File: src/rtl/vga_scan_sched.sv
// 640x480@60 raster timing, registered pattern output stage and frame-aligned pattern scheduler.
// Optional build macro VGA_SCHED_BORDER_EN forces a full-white one-pixel border on the active area.
module vga_scan_sched #(
  parameter int unsigned H_ACTIVE       = 640,
  parameter int unsigned H_FP           = 16,
  parameter int unsigned H_SYNC         = 96,
  parameter int unsigned H_BP           = 48,
  parameter int unsigned V_ACTIVE       = 480,
  parameter int unsigned V_FP           = 10,
  parameter int unsigned V_SYNC         = 2,
  parameter int unsigned V_BP           = 33,
  parameter int unsigned FRAMES_PER_PAT = 60,
  parameter int unsigned NUM_PATS       = 8
) (
  input  logic        clk,
  input  logic        reset,
  input  logic        pix_en,
  input  logic        step,
  input  logic        hold,
  input  logic [29:0] pat_rgb,
  output logic [9:0]  x,
  output logic [9:0]  y,
  output logic [2:0]  pat_sel,
  output logic        frame_start,
  output logic        hsync,
  output logic        vsync,
  output logic        blank_n,
  output logic [29:0] rgb_out
);

  localparam int unsigned HTotal = H_ACTIVE + H_FP + H_SYNC + H_BP;
  localparam int unsigned VTotal = V_ACTIVE + V_FP + V_SYNC + V_BP;
  localparam int unsigned FcW    = (FRAMES_PER_PAT > 1) ? $clog2(FRAMES_PER_PAT) : 1;

  localparam logic [9:0]     XLast      = 10'(HTotal - 1);
  localparam logic [9:0]     YLast      = 10'(VTotal - 1);
  localparam logic [9:0]     XActive    = 10'(H_ACTIVE);
  localparam logic [9:0]     YActive    = 10'(V_ACTIVE);
  localparam logic [9:0]     HSyncStart = 10'(H_ACTIVE + H_FP);
  localparam logic [9:0]     HSyncEnd   = 10'(H_ACTIVE + H_FP + H_SYNC);
  localparam logic [9:0]     VSyncStart = 10'(V_ACTIVE + V_FP);
  localparam logic [9:0]     VSyncEnd   = 10'(V_ACTIVE + V_FP + V_SYNC);
  localparam logic [FcW-1:0] FcLast     = FcW'(FRAMES_PER_PAT - 1);
  localparam logic [2:0]     PatLast    = 3'(NUM_PATS - 1);

  logic           x_last, y_last;
  logic           active, hs_act, vs_act;
  logic           step_q, step_rise, step_pend;
  logic           advance;
  logic [FcW-1:0] frame_cnt;
  logic [2:0]     pat_next;
  logic [29:0]    pix_rgb;

  assign x_last    = (x == XLast);
  assign y_last    = (y == YLast);
  assign active    = (x < XActive) && (y < YActive);
  assign hs_act    = (x >= HSyncStart) && (x < HSyncEnd);
  assign vs_act    = (y >= VSyncStart) && (y < VSyncEnd);
  assign step_rise = step & ~step_q;

  // Combinational so it marks exactly the clk whose edge wraps the raster, even with pix_en gaps.
  assign frame_start = pix_en & x_last & y_last & ~reset;

  // A pending step and an auto boundary coinciding still produce one advance.
  assign advance  = step_pend | ((frame_cnt == FcLast) & ~hold);
  assign pat_next = (pat_sel == PatLast) ? 3'd0 : pat_sel + 3'd1;

`ifdef VGA_SCHED_BORDER_EN
  logic on_border;
  assign on_border = (x == 10'd0) || (x == XActive - 10'd1) ||
                     (y == 10'd0) || (y == YActive - 10'd1);
  assign pix_rgb   = on_border ? 30'h3FFFFFFF : pat_rgb;
`else
  assign pix_rgb   = pat_rgb;
`endif

  always_ff @(posedge clk) begin
    if (reset) begin
      x         <= '0;
      y         <= '0;
      frame_cnt <= '0;
      pat_sel   <= '0;
      step_pend <= 1'b0;
      step_q    <= step;
      hsync     <= 1'b1;
      vsync     <= 1'b1;
      blank_n   <= 1'b0;
      rgb_out   <= '0;
    end else begin
      step_q <= step;

      if (frame_start) begin
        // An edge landing on the boundary clk itself waits for the next frame.
        step_pend <= step_rise;
        if (advance) begin
          pat_sel   <= pat_next;
          frame_cnt <= '0;
        end else if (!hold) begin
          frame_cnt <= frame_cnt + 1'b1;
        end
      end else if (step_rise) begin
        step_pend <= 1'b1;
      end

      if (pix_en) begin
        x <= x_last ? 10'd0 : x + 10'd1;
        if (x_last) begin
          y <= y_last ? 10'd0 : y + 10'd1;
        end
        blank_n <= active;
        hsync   <= ~hs_act;
        vsync   <= ~vs_act;
        rgb_out <= active ? pix_rgb : 30'd0;
      end
    end
  end

endmodule

File: config.mk
export PLATFORM = sky130hd
export DESIGN_NAME = vga_scan_sched
export DESIGN_NICKNAME = d
export VERILOG_FILES = /design/src/rtl/vga_scan_sched.sv
export SDC_FILE = /design/constraint.sdc
export NUM_CORES = 1
export LEC_CHECK = 0
export CORE_MARGIN = 1
export CORE_UTILIZATION = 30
export DETAILED_ROUTE_END_ITERATION = 16
export SYNTH_ARGS = -nofsm -noshare
export SYNTH_HDL_FRONTEND = slang
export SYNTH_SLANG_ARGS = --single-unit
File: constraint.sdc
create_clock -name clk -period 4.7 [get_ports clk]
set_clock_uncertainty 0.1 [all_clocks]
set_input_delay 1.41 -clock clk [delete_from_list [all_inputs] [get_ports clk]]
set_output_delay 1.41 -clock clk [all_outputs]
set_load 0.01 [all_outputs]
==> qor.txt, run 1 <==
======================================================================================
Outcome                                                                      completed
Largest area contributor in the netlist                                   sky130_fd_sc_hd__dfxtp_1
Avg Cell Area, Syn                                                           9.63 um^2
Half-perimeter wire length after placement                                     5060 um
Kind of end point of the critical path                                    primary output
Proportion of power drawn by flip-flops and latches                              47.0%
Number of DRC violations after detailed routing                                      0
Total power consumption of the routed design                                 0.00122 W
Hold buffer count at CTS                                                             0
Remaining Overflow, GRT                                                              0
Highest metal layer with signal wires                                             met4
Slew at the pin closest to its max-slew limit                                 0.702 ns
Capture point of the worst path                                            frame_start
Die Outline Area                                                             9240 um^2
Dpl cells                                                                          463
Antenna violations before repair                                                     0
Number of instances in the synthesized netlist                                     276
GRT Resource Usage Total                                                         16.2%
Vias after detailed routing                                                      2,431
Critical R2R Launch                                                               x[0]
FF/Latch Area                                                                1280 um^2
Part of the Yosys area used for sequential elements                              48.2%
Count of antenna-violating nets left after detailed routing                          0
Number of enable-type register cells in the synthesized netlist                      0
Combined area of all synthesized cells                                       2660 um^2
Number of global-route vias before repair                                        2,208
Dominant register cell in the synthesized netlist                         sky130_fd_sc_hd__dfxtp_1
Final period util                                                                96.1%
Number of cell rows                                                                 33
Wire length per cell                                                           15.1 um
Area contributors post-synth                                              sky130_fd_sc_hd__dfxtp_1 (48%), sky130_fd_sc_hd__a22o_1 (9.9%), sky130_fd_sc_hd__nor2_1 (3.4%)
Internal power consumption                                                  0.000934 W
Final hold vios                                                                      0
Number of buffers created by CTS                                                     9
Pre-CTS setup slack                                                          0.0128 ns
Time the final worst path needs with I/O delays and setup                      4.51 ns
Total core area                                                              8380 um^2
Clock sink count                                                                    64
Fraction of synthesis flops using an asynchronous set or reset pin                  0%
Ant diodes                                                                           0
P_sw                                                                        0.000285 W
Number of nets at the end of the flow                                              411
Most instantiated library cell after synthesis                            sky130_fd_sc_hd__dfxtp_1
Port Buffers                                                                        91
Clock slew at the register clock pins of the worst setup and hold paths        0.08 ns
Number of vias per cell                                                           5.08
Portion of total power attributed to the clock network                           43.2%
Data arrival time of the worst path                                            3.00 ns
Slew Viols, Final                                                                    0
Hold_sp                                                                     rgb_out[9]
Layout filler cell count                                                           805
Post-route worst setup slack                                                  0.185 ns
Max IR drop VDD                                                               0.139 mV
Required time at the endpoint of the critical path                             3.19 ns
Leading cell types by count after synthesis                               sky130_fd_sc_hd__dfxtp_1 (64), sky130_fd_sc_hd__a22o_1 (30), sky130_fd_sc_hd__nor2_1 (24), sky130_fd_sc_hd__clkbuf_1 (15)
Number of max-capacitance violations reported                                        0
Worst setup path startpoint                                                     pix_en
Met2 wire length                                                               3470 um
Chip height                                                                    96.1 um
First-pass GRT wire length                                                   11,300 um
Leak Pwr                                                                       1.39 nW
Detailed Routing Iterations Pass 1                                                   4
Switching share of power                                                         23.4%
Setup repair after global routing missed its margin                                 no
Depth of the worst register-to-register path                                         5
CTS tree                                                                           yes
Worst skew pair latency                                                        0.33 ns
Sum of negative setup slack                                                       0 ns
Post-route core utilization                                                      46.8%
Initial Util                                                                     31.7%
Type of the most critical hold path                                       flip-flop to flip-flop
Gate power share                                                                  9.8%
Synth cell types                                                                    41
Wire length after detailed routing                                             7250 um
Flop and latch count out of synthesis                                               64
# H-tree levels                                                                      3
Root Driver                                                               sky130_fd_sc_hd__clkbuf_8
Maximum number of pins on one net before global-route repair                        31
Yosys synthesis warning count                                                        0
Post-CTS Resized                                                                     0
Setup Crit Path Kind                                                      input pin to primary output
Cell Pwr Density                                                           311 nW/um^2
Maximum number of buffers from clock root to sink                                    2
Kind of start point of the critical path                                     input pin
Worst relative slew slack                                                        53.0%
Synth top area share                                                             48.2%
Number of cells in the finished layout apart from fillers                          479
Wl on met1                                                                     3360 um
Final setup viols                                                                    0
Met3 wire length                                                                319 um
Upper clock frequency limit                                                    221 MHz
Iteration-0 DRC Markers                                                             83
Gp weighted congestion                                                           0.781
Total area of multi-input combinational cells                                1310 um^2
Die span in x                                                                  96.1 um
Slack of the worst reg-to-reg path                                             2.37 ns
Syn_nets                                                                           318
I/O pin count                                                                       92
Postcts setup bufs                                                                   0
Fraction of final layout cells with drive strength greater than 1                9.09%
RR Endpoint                                                               frame_cnt[0]
Largest fanout on the critical path                                                  2
Growth of design area from synthesis to finish                                   47.7%
======================================================================================
[cell families (layout without fill, tap and decap cells)]
| group | count (synthesis) | after routing | share of synthesized area (%) |
|---|---|---|---|
| xor gates and xnor gates | 13 | 13 | 4.28 |
| buffers and inverters | 21 | 119 | 3.01 |
| AOI/OAI and AO/OA | 68 | 68 | 18.6 |
| and+or+nand+nor | 101 | 101 | 21.8 |
| adders and majority gates | 7 | 7 | 3.30 |
| DFF | 64 | 64 | 48.2 |
| muxes | 2 | 2 | 0.753 |
[worst min-delay path by stage]
| stage | end | depth (start not counted) |
|---|---|---|
| after floorplan | step_pend | 2 |
| after global placement | rgb_out[10] | 1 |
| after detailed placement | rgb_out[3] | 1 |
| after CTS | rgb_out[21] | 1 |
| after global routing | rgb_out[19] | 1 |
| final | rgb_out[9] | 1 |
[layout by cell type, fill, tap and decap left out, types with 8 or more instances in the layout]
cell                              instances
sky130_fd_sc_hd__clkdlybuf4s50_1         91
sky130_fd_sc_hd__dfxtp_1                 64
sky130_fd_sc_hd__a22o_1                  30
sky130_fd_sc_hd__nor2_1                  22
sky130_fd_sc_hd__nand4_1                 13
sky130_fd_sc_hd__a21oi_1                 13
sky130_fd_sc_hd__o21ai_0                 10
sky130_fd_sc_hd__nand2_1                  9
sky130_fd_sc_hd__clkbuf_8                 9
sky130_fd_sc_hd__nand3_1                  8
sky130_fd_sc_hd__or3_1                    8
sky130_fd_sc_hd__xor2_1                   8
sky130_fd_sc_hd__buf_4                    8
[layout make-up]
type	instances	area share, %
multi-input combinational	191	33.3
sequential	64	32.6
timing repair buffer	99	24.7
tap	105	3.35
clock buffer	9	3.16
clock inverter	7	2.42
inverter	4	0.383
[routing by layer]
layer,vias to the layer above,track usage (%)
met2,54,24.2
met4,0,7.34
met1,1150,22.4
met5,-,0
li1,1219,-
met3,8,3.08
[worst max-delay path, cell delays in order]
cell,delay [ns]
sky130_fd_sc_hd__clkdlybuf4s50_1,0.47
sky130_fd_sc_hd__nand4_1,0.11
sky130_fd_sc_hd__nor4_2,0.17
sky130_fd_sc_hd__buf_4,0.16
sky130_fd_sc_hd__nand2_1,0.04
sky130_fd_sc_hd__nor2_1,0.09
sky130_fd_sc_hd__clkdlybuf4s50_1,0.55
[power groups by stage]
stage | Sequential, W | Combinational (W) | Clock [W]
after CTS | 0.000573 | 0.000121 | 0.000539
after floorplan | 0.000592 | 0.0000362 | 0
after detailed placement | 0.000585 | 0.000121 | 0
after global routing | 0.000575 | 0.000129 | 0.000569
after global placement | 0.000585 | 0.000120 | 0
final | 0.000573 | 0.000120 | 0.000527
[registers in the layout (all words and copies together), names as in the netlist]
signal	cells
rgb_out	30
vsync	1
step_pend	1
y	10
x	10
blank_n	1
step_q	1
hsync	1
pat_sel	3
frame_cnt	6
[through the flow]
step / instance area (um^2) / hold WS, ns
2_1_floorplan: 2660 / 0.362
3_3_place_gp: 3700 / 0.356
3_5_place_dp: 3700 / 0.355
4_1_cts: 3920 / 0.380
5_1_grt: 3930 / 0.394
6_report: 3930 / 0.379
(Power assumes the default switching activity.)
==> inputs of run 2 (changes only) <==
Settings changed: MAX_ROUTING_LAYER set to met4.
==> run 2 against run 1 <==
  * Fmax about the same
  * Final cell count stayed put
  * Sequential share of layout area unchanged
  * Critical path depth unchanged
  * Count of clock-buffer cells in the layout unchanged
  * First-iteration DRC count rose by 23%
  * Total power down 0.20%
  * Setup slack got worse by 0.0028 ns
  * Critical path type unchanged
  * Critical endpoint unchanged
  * Highest routed layer unchanged
==> qor.txt, run 2 (synthesized netlist as in run 1, its figures left out) <==
======================================================================================
First-pass GRT wire length                                                   11,400 um   was 11,300 um
Root Driver                                                               sky130_fd_sc_hd__clkbuf_8   unchanged
Gate power share                                                                  9.9%   was 9.8%
Slew at the pin closest to its max-slew limit                                 0.710 ns   was 0.702 ns
Initial Util                                                                     31.7%   unchanged
Ant diodes                                                                           0   unchanged
Number of DRC violations after detailed routing                                      0   unchanged
Die Outline Area                                                             9240 um^2   unchanged
Largest register by flop count                                                 rgb_out   unchanged
Type of the most critical hold path                                       flip-flop to flip-flop   unchanged
Number of cell rows                                                                 33   unchanged
Count of antenna-violating nets left after detailed routing                          0   unchanged
Half-perimeter wire length after placement                                     5060 um   unchanged
Wire length per cell                                                           15.2 um   was 15.1 um
Fraction of final layout cells with drive strength greater than 1                9.09%   unchanged
Setup repair after global routing missed its margin                                 no   unchanged
Clock sink count                                                                    64   unchanged
Total core area                                                              8380 um^2   unchanged
Largest fanout on the critical path                                                  2   unchanged
Proportion of power drawn by flip-flops and latches                              47.1%   was 47.0%
Upper clock frequency limit                                                    221 MHz   about the same
Internal power consumption                                                  0.000934 W   about the same
Remaining Overflow, GRT                                                              0   unchanged
Post-route worst setup slack                                                  0.182 ns   was 0.185 ns
Portion of total power attributed to the clock network                           43.1%   was 43.2%
Final period util                                                                96.1%   about the same
Outcome                                                                      completed   unchanged
Wire length after detailed routing                                             7260 um   was 7250 um
Number of vias per cell                                                           5.06   was 5.08
Setup Crit Path Kind                                                      input pin to primary output   unchanged
P_sw                                                                        0.000283 W   was 0.000285 W
Clock slew at the register clock pins of the worst setup and hold paths        0.08 ns   about the same
Antenna violations before repair                                                     0   unchanged
Number of nets at the end of the flow                                              411   unchanged
Data arrival time of the worst path                                            3.01 ns   was 3.00 ns
Gp weighted congestion                                                           0.792   was 0.781
# H-tree levels                                                                      3   unchanged
Largest registers                                                         rgb_out (30), x (10), y (10)   unchanged
Time the final worst path needs with I/O delays and setup                      4.52 ns   was 4.51 ns
Final setup viols                                                                    0   unchanged
Slack of the worst reg-to-reg path                                             2.38 ns   was 2.37 ns
Final hold vios                                                                      0   unchanged
Slew Viols, Final                                                                    0   unchanged
Flip-flop count of the largest register, all copies and words added                 30   unchanged
Detailed Routing Iterations Pass 1                                                   4   unchanged
Required time at the endpoint of the critical path                             3.19 ns   about the same
Chip height                                                                    96.1 um   unchanged
Kind of start point of the critical path                                     input pin   unchanged
Die span in x                                                                  96.1 um   unchanged
Most common library cell in the layout ignoring fill and taps             sky130_fd_sc_hd__clkdlybuf4s50_1   unchanged
Number of global-route vias before repair                                        2,205   was 2,208
Leak Pwr                                                                       1.39 nW   unchanged
Cell Pwr Density                                                           310 nW/um^2   was 311 nW/um^2
Max IR drop VDD                                                               0.139 mV   about the same
Growth of design area from synthesis to finish                                   47.7%   unchanged
Vias after detailed routing                                                      2,424   was 2,431
Worst relative slew slack                                                        52.5%   was 53.0%
GRT Resource Usage Total                                                         16.7%   was 16.2%
Dpl cells                                                                          463   unchanged
Port Buffers                                                                        91   unchanged
Maximum number of pins on one net before global-route repair                        31   unchanged
Switching share of power                                                         23.2%   was 23.4%
Number of max-capacitance violations reported                                        0   unchanged
Pre-CTS setup slack                                                          0.0128 ns   unchanged
Maximum number of buffers from clock root to sink                                    2   unchanged
Worst skew pair latency                                                        0.33 ns   about the same
I/O pin count                                                                       92   unchanged
Total power consumption of the routed design                                 0.00122 W   about the same
Number of buffers created by CTS                                                     9   unchanged
Number of cells in the finished layout apart from fillers                          479   unchanged
Iteration-0 DRC Markers                                                            102   was 83
Sum of negative setup slack                                                       0 ns   unchanged
Leading cell types in the layout, fill and taps excluded                  sky130_fd_sc_hd__clkdlybuf4s50_1 (91), sky130_fd_sc_hd__dfxtp_1 (64), sky130_fd_sc_hd__a22o_1 (30)   unchanged
CTS tree                                                                           yes   unchanged
Kind of end point of the critical path                                    primary output   unchanged
======================================================================================
==> run 2: cell counts in the layout (fill, tap and decap cells not counted) <==
Identical to the previous run, type by type.
==> run 2: timing repair <==
action	CTS	global route
gates resized for setup	0	1
endpoints found under the setup margin	0	1
hold buffers	0	0
buffers inserted	0	0
==> run 2: critical path, cell delays in order <==
cell,delay [ns]
sky130_fd_sc_hd__clkdlybuf4s50_1,0.47
sky130_fd_sc_hd__nand4_1,0.11
sky130_fd_sc_hd__nor4_2,0.17
sky130_fd_sc_hd__buf_4,0.16
sky130_fd_sc_hd__nand2_1,0.04
sky130_fd_sc_hd__nor2_1,0.09
sky130_fd_sc_hd__clkdlybuf4s50_1,0.55
==> run 2: final timing paths <==
kind	depth (start not counted)	startpoint	endpoint
max	7	pix_en	frame_start
max reg2reg	5	x[0]	frame_cnt[0]
min reg2reg	1	rgb_out[4]	rgb_out[4]
min	1	rgb_out[4]	rgb_out[4]
==> run 2: final cells by class <==
cell class | instances | area [um^2]
tap | 105 | 131
fill | 805 | 4460
sequential | 64 | 1280
timing repair buffer | 99 | 971
inverter | 4 | 15.0
multi-input combinational | 191 | 1310
clock buffer | 9 | 124
clock inverter | 7 | 95.1
==> run 2: power groups by stage <==
stage | Clock [W] | Sequential (W) | Combinational (W)
4_1_cts | 0.000539 | 0.000573 | 0.000121
3_5_place_dp | 0 | 0.000585 | 0.000121
6_report | 0.000524 | 0.000573 | 0.000120
5_1_grt | 0.000569 | 0.000575 | 0.000129
2_1_floorplan | 0 | 0.000592 | 0.0000362
3_3_place_gp | 0 | 0.000585 | 0.000120
==> run 2: through the flow <==
stage / utilization [%] / hold WS (ns) / area, um^2
4_1_cts: 46.8 / 0.380 / 3920
3_3_place_gp: 44.1 / 0.356 / 3700
2_1_floorplan: - / 0.362 / 2660
5_1_grt: 46.8 / 0.394 / 3930
3_5_place_dp: 44.1 / 0.355 / 3700
6_report: 46.8 / 0.377 / 3930
==> run 2: layer usage <==
metal  vias to the layer above  share of wire (%)  track usage [%]
li1                       1220                  -                -
met1                      1130                 47             22.7
met2                        66                 48             24.2
met3                         8                4.2             2.84
met4                         0                1.4             7.34
met5                         -                  0                -
==> inputs of run 3 (changes only) <==
Settings changed: CORE_UTILIZATION 30 to 45, PLACE_DENSITY set to 0.8.
Clock period 4.7 ns to 4.9 ns, I/O delays scaled along.
==> run 3 against run 2 <==
  * Non-clock buffer count is 3 lower
  * Combinational power shrank 4%
  * Final cell count down 7.5%
  * Sequential share of layout area grew 0.70 points
  * Sequential cell count stayed put
  * Total power fell by 8.2%
  * Setup slack better by 0.25 ns
  * Utilization is 22 points higher
  * First-iteration DRC count is 25% higher
==> qor.txt, run 3 (synthesized netlist as in run 1, its figures left out) <==
======================================================================================
Setup Crit Path Kind                                                      input pin to primary output   unchanged
Number of vias per cell                                                           5.57   was 5.06
Flip-flop count of the largest register, all copies and words added                 30   unchanged
Clock sink count                                                                    64   unchanged
Gp weighted congestion                                                           0.787   was 0.792
Portion of total power attributed to the clock network                           40.5%   was 43.1%
Detailed Routing Iterations Pass 1                                                   4   unchanged
Kind of start point of the critical path                                     input pin   unchanged
Gate power share                                                                 10.3%   was 9.9%
P_sw                                                                        0.000260 W   was 0.000283 W
Required time at the endpoint of the critical path                             3.33 ns   was 3.19 ns
Number of buffers created by CTS                                                     9   unchanged
Upper clock frequency limit                                                    224 MHz
Outcome                                                                      completed   unchanged
Maximum number of buffers from clock root to sink                                    2   unchanged
Iteration-0 DRC Markers                                                            128   was 102
Largest registers                                                         rgb_out (30), x (10), y (10)   unchanged
Minimum hold slack                                                            0.376 ns   was 0.377 ns
Port Buffers                                                                        91   unchanged
Die span in x                                                                  78.9 um   was 96.1 um
Worst relative slew slack                                                        19.8%   was 52.5%
Vias after detailed routing                                                      2,468   was 2,424
Max IR drop VDD                                                               0.234 mV   was 0.139 mV
Dpl cells                                                                          427   was 463
Most common library cell in the layout ignoring fill and taps             sky130_fd_sc_hd__clkdlybuf4s50_1   unchanged
Final period util                                                                91.1%
Setup repair after global routing missed its margin                                 no   unchanged
Kind of end point of the critical path                                    primary output   unchanged
Wire length per cell                                                           15.8 um   was 15.2 um
Proportion of power drawn by flip-flops and latches                              49.2%   was 47.1%
Post-route worst setup slack                                                  0.436 ns   was 0.182 ns
Family with the most delay on the worst path                              buffers and inverters   unchanged
Final setup viols                                                                    0   unchanged
Total power consumption of the routed design                                 0.00112 W   was 0.00122 W
Ant diodes                                                                           0   unchanged
Worst-path cell chain                                                     clkdlybuf4s50_1 > nand4_1 > nor4_2 > buf_4 > nand2_1 > nor2_1 > dlymetal6s2s_1   was clkdlybuf4s50_1 > nand4_1 > nor4_2 > buf_4 > nand2_1 > nor2_1 > clkdlybuf4s50_1
Clock slew at the register clock pins of the worst setup and hold paths        0.07 ns   was 0.08 ns
Slew Viols, Final                                                                    0   unchanged
Maximum number of pins on one net before global-route repair                        31   unchanged
Sum of negative setup slack                                                       0 ns   unchanged
Leak Pwr                                                                       1.38 nW   was 1.39 nW
Half-perimeter wire length after placement                                     4750 um   was 5060 um
Number of cell rows                                                                 27   was 33
Fraction of final layout cells with drive strength greater than 1                8.09%   was 9.09%
Total core area                                                              5610 um^2   was 8380 um^2
Pre-CTS setup slack                                                          0.0217 ns   was 0.0128 ns
GRT Resource Usage Total                                                         23.9%   was 16.7%
Growth of design area from synthesis to finish                                   44.6%   was 47.7%
Time the final worst path needs with I/O delays and setup                      4.46 ns
# H-tree levels                                                                      3   unchanged
Number of global-route vias before repair                                        2,347   was 2,205
I/O pin count                                                                       92   unchanged
Switching share of power                                                         23.3%   was 23.2%
First-pass GRT wire length                                                   11,200 um   was 11,400 um
Internal power consumption                                                  0.000857 W   was 0.000934 W
Final hold vios                                                                      0   unchanged
CP max-delay cell                                                         sky130_fd_sc_hd__clkdlybuf4s50_1   unchanged
Leading cell types in the layout, fill and taps excluded                  sky130_fd_sc_hd__clkdlybuf4s50_1 (90), sky130_fd_sc_hd__dfxtp_1 (64), sky130_fd_sc_hd__a22o_1 (30)   was sky130_fd_sc_hd__clkdlybuf4s50_1 (91), sky130_fd_sc_hd__dfxtp_1 (64), sky130_fd_sc_hd__a22o_1 (30)
Data arrival time of the worst path                                            2.89 ns   was 3.01 ns
Worst skew pair latency                                                        0.34 ns   was 0.33 ns
Number of max-capacitance violations reported                                        0   unchanged
Remaining Overflow, GRT                                                              0   unchanged
Slew at the pin closest to its max-slew limit                                  1.20 ns   was 0.710 ns
CTS tree                                                                           yes   unchanged
Wire length after detailed routing                                             7000 um   was 7260 um
Cell Pwr Density                                                           291 nW/um^2   was 310 nW/um^2
Largest register by flop count                                                 rgb_out   unchanged
Initial Util                                                                     47.4%   was 31.7%
Count of antenna-violating nets left after detailed routing                          0   unchanged
Largest fanout on the critical path                                                  2   unchanged
Die Outline Area                                                             6220 um^2   was 9240 um^2
Largest stage delay on the critical path                                       0.48 ns   was 0.55 ns
Type of the most critical hold path                                       flip-flop to flip-flop   unchanged
Number of nets at the end of the flow                                              408   was 411
Chip height                                                                    78.9 um   was 96.1 um
Worst path bufs/invs                                                                 3   unchanged
Number of cells in the finished layout apart from fillers                          443   was 479
Number of DRC violations after detailed routing                                      0   unchanged
Root Driver                                                               sky130_fd_sc_hd__clkbuf_8   unchanged
Antenna violations before repair                                                     0   unchanged
Slack of the worst reg-to-reg path                                             2.60 ns   was 2.38 ns
======================================================================================
run 3: changes by cell type in the layout (fill, tap and decap cells not counted):
cell	change
sky130_fd_sc_hd__clkbuf_8	+1
sky130_fd_sc_hd__dlymetal6s2s_1	+1
sky130_fd_sc_hd__clkbuf_1	+1
sky130_fd_sc_hd__bufinv_16	-1
sky130_fd_sc_hd__clkdlybuf4s50_1	-1
sky130_fd_sc_hd__inv_6	-1
sky130_fd_sc_hd__buf_4	-3
run 3: area by class of cell:
class / instances / area, um^2
inverter: 4 / 15.0
multi-input combinational: 191 / 1310
sequential: 64 / 1280
clock buffer: 11 / 141
fill: 474 / 1770
clock inverter: 5 / 56.3
tap: 72 / 90.1
timing repair buffer: 96 / 951
run 3: metrics by stage:
stage	cell area [um^2]	util (%)
floorplan	2660	-
global placement	3640	64.8
detailed placement	3640	64.8
CTS	3830	68.4
global route	3840	68.5
finish	3840	68.5
run 3: final timing paths:
path,from,depth (start not counted),endpoint
max,pix_en,7,frame_start
min,blank_n,2,blank_n
max reg2reg,x[0],6,frame_cnt[5]
min reg2reg,blank_n,2,blank_n
run 3: worst min-delay path, cell delays in order (launching register included):
cell and delay, ns:
sky130_fd_sc_hd__dfxtp_1 0.31, sky130_fd_sc_hd__nand2b_1 0.06, sky130_fd_sc_hd__a21oi_1 0.06
run 3: timing repair:
action                     in CTS  in global routing
resized for setup               0                  2
buffers inserted                0                  0
setup endpoints to repair       0                  1
hold buffers                    0                  0
run 3: power groups by stage:
| stage | combinational, W | clock (W) | sequential, W |
|---|---|---|---|
| after floorplan | 0.0000347 | 0 | 0.000568 |
| after global placement | 0.000113 | 0 | 0.000561 |
| after detailed placement | 0.000115 | 0 | 0.000561 |
| after CTS | 0.000116 | 0.000456 | 0.000550 |
| after global routing | 0.000123 | 0.000481 | 0.000552 |
| final | 0.000115 | 0.000452 | 0.000550 |
run 3: per-layer routing:
metal  routed length, um  vias to the layer above  global-route usage (%)
met3                 312                       17                    3.91
met2                3440                       73                    37.5
met5                   0                        -                       -
met4                 201                        0                    14.2
met1                3050                     1168                    29.0
li1                    -                     1210                       -
